File: src/rtl/inst_buffer.sv
// inst_buffer: circular 2-in/2-out instruction queue between fetch and dispatch.
// Flush has priority; a single free slot is never used so 2-wide fetch stays atomic.
module inst_buffer #(
  parameter int DEPTH  = 8,
  parameter int INST_W = 32,
  parameter int PC_W   = 64
) (
  input  logic                   clock,
  input  logic                   reset_n,
  input  logic [1:0]             if_nFetched,
  input  logic [INST_W-1:0]      if_inst0,
  input  logic [INST_W-1:0]      if_inst1,
  input  logic [PC_W-1:0]        if_pc0,
  input  logic [PC_W-1:0]        if_pc1,
  input  logic [1:0]             haz_nDispatched,
  input  logic                   br_pred_wrong,
  output logic                   ib_stall,
  output logic [1:0]             ib_nIsnBuffer,
  output logic [INST_W-1:0]      ib_inst0,
  output logic [INST_W-1:0]      ib_inst1,
  output logic [PC_W-1:0]        ib_pc0,
  output logic [PC_W-1:0]        ib_pc1,
  output logic [$clog2(DEPTH):0] ib_count
);
  localparam int AW = $clog2(DEPTH);
  localparam int CW = AW + 1;
  logic [AW-1:0] head_q, head_d, tail_q, tail_d, head1, tail1;
  logic [CW-1:0] count_q, count_d;
  logic [1:0] nf, enq, deq;
  logic [INST_W-1:0] inst_mem [DEPTH];
  logic [PC_W-1:0] pc_mem [DEPTH];
  assign head1 = head_q + AW'(1);
  assign tail1 = tail_q + AW'(1);
  assign ib_count = count_q;
  assign ib_stall = count_q > CW'(DEPTH - 2);
  assign ib_nIsnBuffer = count_q >= CW'(2) ? 2'd2 : count_q[1:0];
  assign ib_inst0 = count_q != '0 ? inst_mem[head_q] : '0;
  assign ib_pc0 = count_q != '0 ? pc_mem[head_q] : '0;
  assign ib_inst1 = count_q >= CW'(2) ? inst_mem[head1] : '0;
  assign ib_pc1 = count_q >= CW'(2) ? pc_mem[head1] : '0;
  assign nf = if_nFetched == 2'd3 ? 2'd2 : if_nFetched;
  assign enq = (ib_stall || br_pred_wrong) ? 2'd0 : nf;
  // over-grants are clamped to what is actually visible
  assign deq = haz_nDispatched > ib_nIsnBuffer ? ib_nIsnBuffer : haz_nDispatched;
  always_comb begin
    head_d = br_pred_wrong ? '0 : head_q + AW'(deq);
    tail_d = br_pred_wrong ? '0 : tail_q + AW'(enq);
    count_d = br_pred_wrong ? '0 : count_q + CW'(enq) - CW'(deq);
  end
  always_ff @(posedge clock or negedge reset_n) begin
    if (!reset_n) begin
      head_q <= '0;
      tail_q <= '0;
      count_q <= '0;
    end else begin
      head_q <= head_d;
      tail_q <= tail_d;
      count_q <= count_d;
    end
  end
  always_ff @(posedge clock) begin
    if (enq != 2'd0) begin
      inst_mem[tail_q] <= if_inst0;
      pc_mem[tail_q] <= if_pc0;
    end
    if (enq == 2'd2) begin
      inst_mem[tail1] <= if_inst1;
      pc_mem[tail1] <= if_pc1;
    end
  end
endmodule
File: config.mk
export PLATFORM = sky130hd
export DESIGN_NAME = inst_buffer
export DESIGN_NICKNAME = d
export VERILOG_FILES = /design/src/rtl/inst_buffer.sv
export SDC_FILE = /design/constraint.sdc
export NUM_CORES = 2
export LEC_CHECK = 0
export BUFFER_PORTS_ARGS = -buffer_cell sky130_fd_sc_hd__buf_2
export CAP_MARGIN = 20
export CORE_AREA = 5 5 389 391
export DETAILED_ROUTE_END_ITERATION = 7
export DIE_AREA = 0 0 394 396
export GPL_TIMING_DRIVEN = 0
export SLEW_MARGIN = 20
export SYNTH_ARGS = -nofsm -noshare
export SYNTH_HDL_FRONTEND = slang
export SYNTH_SLANG_ARGS = --single-unit
File: constraint.sdc
create_clock -name clock -period 7.7 [get_ports clock]
set_input_delay 2.31 -clock clock [delete_from_list [all_inputs] [get_ports clock]]
set_output_delay 2.31 -clock clock [all_outputs]
set_load 0.01 [all_outputs]
==> flow_metrics.tcl <==
set metrics [dict create \
    fin_area_sq_um 52800 \
    worst_pin_slew_ps 1190 \
    grt_usage 0.202 \
    clock-sinks 778 \
    critPathLaunchType "flop" \
    cts_hold_buf 0 \
    rows 141 \
    routed_wl_mm 162 \
    grt_antenna_before_repair 57 \
    synth_nets 2649 \
    cts_htree_levels 3 \
    end_kind "output port" \
    avgSynthCellArea_sq_um 18.1 \
    maxCapViolCount 0 \
    worst_slack_ps 622 \
    fill_cells 14100 \
    synth_xor_area_frac 0.00139 \
    clk_pin_slew_ps 60 \
    crit_start "ib_count[2]" \
    synth.area.mux_share 0.393 \
    worst_hold_slack_ps 632 \
    worstPathArrival_ps 4770 \
    viasPerCell 5.57 \
    synth_top_family_by_area "multiplexers" \
    cts_tree "yes" \
    placeableCoreArea_sq_um 147000 \
    clockRootBuffer "clkbuf_16" \
    powerDensity_nw_per_um2 369 \
    use_met3 0.0626 \
    syn_area_sq_um 44000 \
    path_class "reg2out" \
    grt_busiest_layer "met2" \
    portBuffers 397 \
    synth_top_area_frac 0.524 \
    cp_data_required_time_ps 5390 \
    critPathMaxFanout 10 \
    r2r-end "pc_mem[5][48]" \
    relSlewSlack 0.205 \
    slew_violations 0 \
    ys_ff_latch 778 \
    yosys.area_share.simple 0.00665 \
    grt_pass1_vias 28800 \
    fin_crit_ps 7080 \
    finalHoldViolCount 0 \
    final_common_cell "edfxtp_1" \
    final_util 0.359 \
    overflow 0 \
    io-pin-count 398 \
    yosys.area.top_type "edfxtp_1" \
    synth_fa_ha_area_frac 0.00495 \
    ir_drop_uv 257 \
    synth-compound-area-share 0.0408 \
    cts_buffer_depth 3 \
    area_growth_pct 20.1 \
    rsz0062_at_grt "no" \
    drive_gt1_frac 0.605 \
    grt_use_met2 0.319 \
    gp_congestion 0.774 \
    grt_max_degree 19 \
    outcome "complete, no violations" \
    grt_use_met1 0.273 \
    rrSetupSlack_ps 4150 \
    grt_pass1_wl_mm 226 \
    dp_hpwl_mm 110 \
    dieHeight_um 396 \
    clock_latency_ps 730 \
    drtIter0Drc 2931 \
    place_area_sq_um 49700 \
    cp-endpoint "ib_pc0[61]" \
    drcViolationCount 0 \
    die_x_um 394 \
    synthTopCellsByArea "edfxtp_1 52%, mux4_2 20%, mux2_2 19%, a22o_1 3.8%, buf_2 0.96%" \
    fin_skew_ps 22.0 \
    drt-pass1-iter-count 5 \
    period_share 0.919 \
    ys_types 32 \
    synthCells 2435 \
    layout_common_cells "768 x edfxtp_1, 750 x mux2_2, 498 x buf_2, 384 x mux4_2, 192 x a22o_1" \
    postRouteAntennaNets 0 \
    yosys_warnings 0 \
    cts_resized 0 \
    setup_violations 0 \
    pre_cts_ws_ps 1390 \
    fmax_mhz 141 \
    r2r_start "ib_count[3]" \
    nNetsFinal 3195 \
    hold_class "reg2reg" \
    numCtsBuffers 93 \
    total_power_mw 19.5 \
    start_util 0.299 \
    vias 28000 \
    dieArea_sq_um 156000 \
    worst-r2r-cell-count 11 \
    yosysSeqAreaShare 0.530 \
    power.leakage_nw 17.8 \
    wire_per_inst_um 32.3 \
    postCtsSetupRepairBufs 0 \
]
-- sequential cells by signal (all words and copies together), names as in the netlist --
| name | flops |
|---|---|
| inst_mem | 256 |
| pc_mem | 512 |
| ib_count | 4 |
| head_q | 3 |
| tail_q | 3 |
-- through the flow --
stage,setup TNS (ps),std cells
after detailed placement,0,4816
after global routing,0,4997
after global placement,-4612900,4762
after CTS,0,4988
final,0,5021
after floorplan,0,2435
-- worst max-delay path: stages (launching register included) --
cell	delay, ps
dfrtp_1	370
inv_1	70
ha_1	180
nor2b_1	230
inv_1	210
nor2_1	140
nor2b_1	130
clkbuf_1	730
clkbuf_1	730
clkbuf_1	730
a22o_1	360
buf_2	170
-- cell families (layout without fill, tap and decap cells) --
kind of cell | after synthesis | in the layout
and+or+nand+nor | 52 | 52
xor gates and xnor gates | 7 | 7
other | 0 | 33
adders and majority gates | 15 | 15
DFF | 778 | 778
muxes | 1152 | 1152
buffers and inverters | 225 | 848
AOI/OAI and AO/OA | 206 | 206
-- cell usage after synthesis (all sizes together) --
cell,instances
nor2b,12
dfrtp,10
nand2,2
and3,2
a21boi,1
xor2,2
a211oi,1
mux4,384
nand3b,1
a22oi,6
mux2,768
fa,4
a32oi,2
a21oi,1
or2,1
ha,11
and2,7
a22o,192
inv,8
buf,133
clkbuf,84
xnor2,5
nand3,7
edfxtp,768
o21ai,1
a21o,2
nor2,20
-- metal layers --
metal	part of all wire	wire length (um)
met5	0.0011	183
met4	0.022	3560
met3	0.10	16700
met2	0.46	75300
met1	0.41	66500
-- report_power, final --
part	total (mW)	switching [mW]	internal [mW]
sequential	5.12	0.124	5.00
combinational	9.92	5.75	4.17
clock	4.45	1.87	2.58
-- cell type report --
cell class,count,area (sq um),area share
plain buffers,217,1020,0.0193
clock buffers,111,2420,0.0457
repair buffers,451,3220,0.0610
multi-input cells,1432,19700,0.373
well taps,1930,2410,0.0457
flip-flops and latches,778,23300,0.441
diodes,33,82.6,0.00156
clock inverters,61,603,0.0114
inverters,8,30.0,0.000568
-- how the worst min path moves through the flow --
stage	depth (start not counted)	from	slack, ps	end
final	2	head_q[2]	630	head_q[2]
after global routing	2	head_q[2]	650	head_q[2]
after CTS	2	head_q[2]	640	head_q[2]
after detailed placement	2	head_q[2]	620	head_q[2]
after global placement	2	head_q[2]	590	head_q[2]
after floorplan	2	head_q[2]	550	head_q[2]
Power figures use the tool's default switching activity.
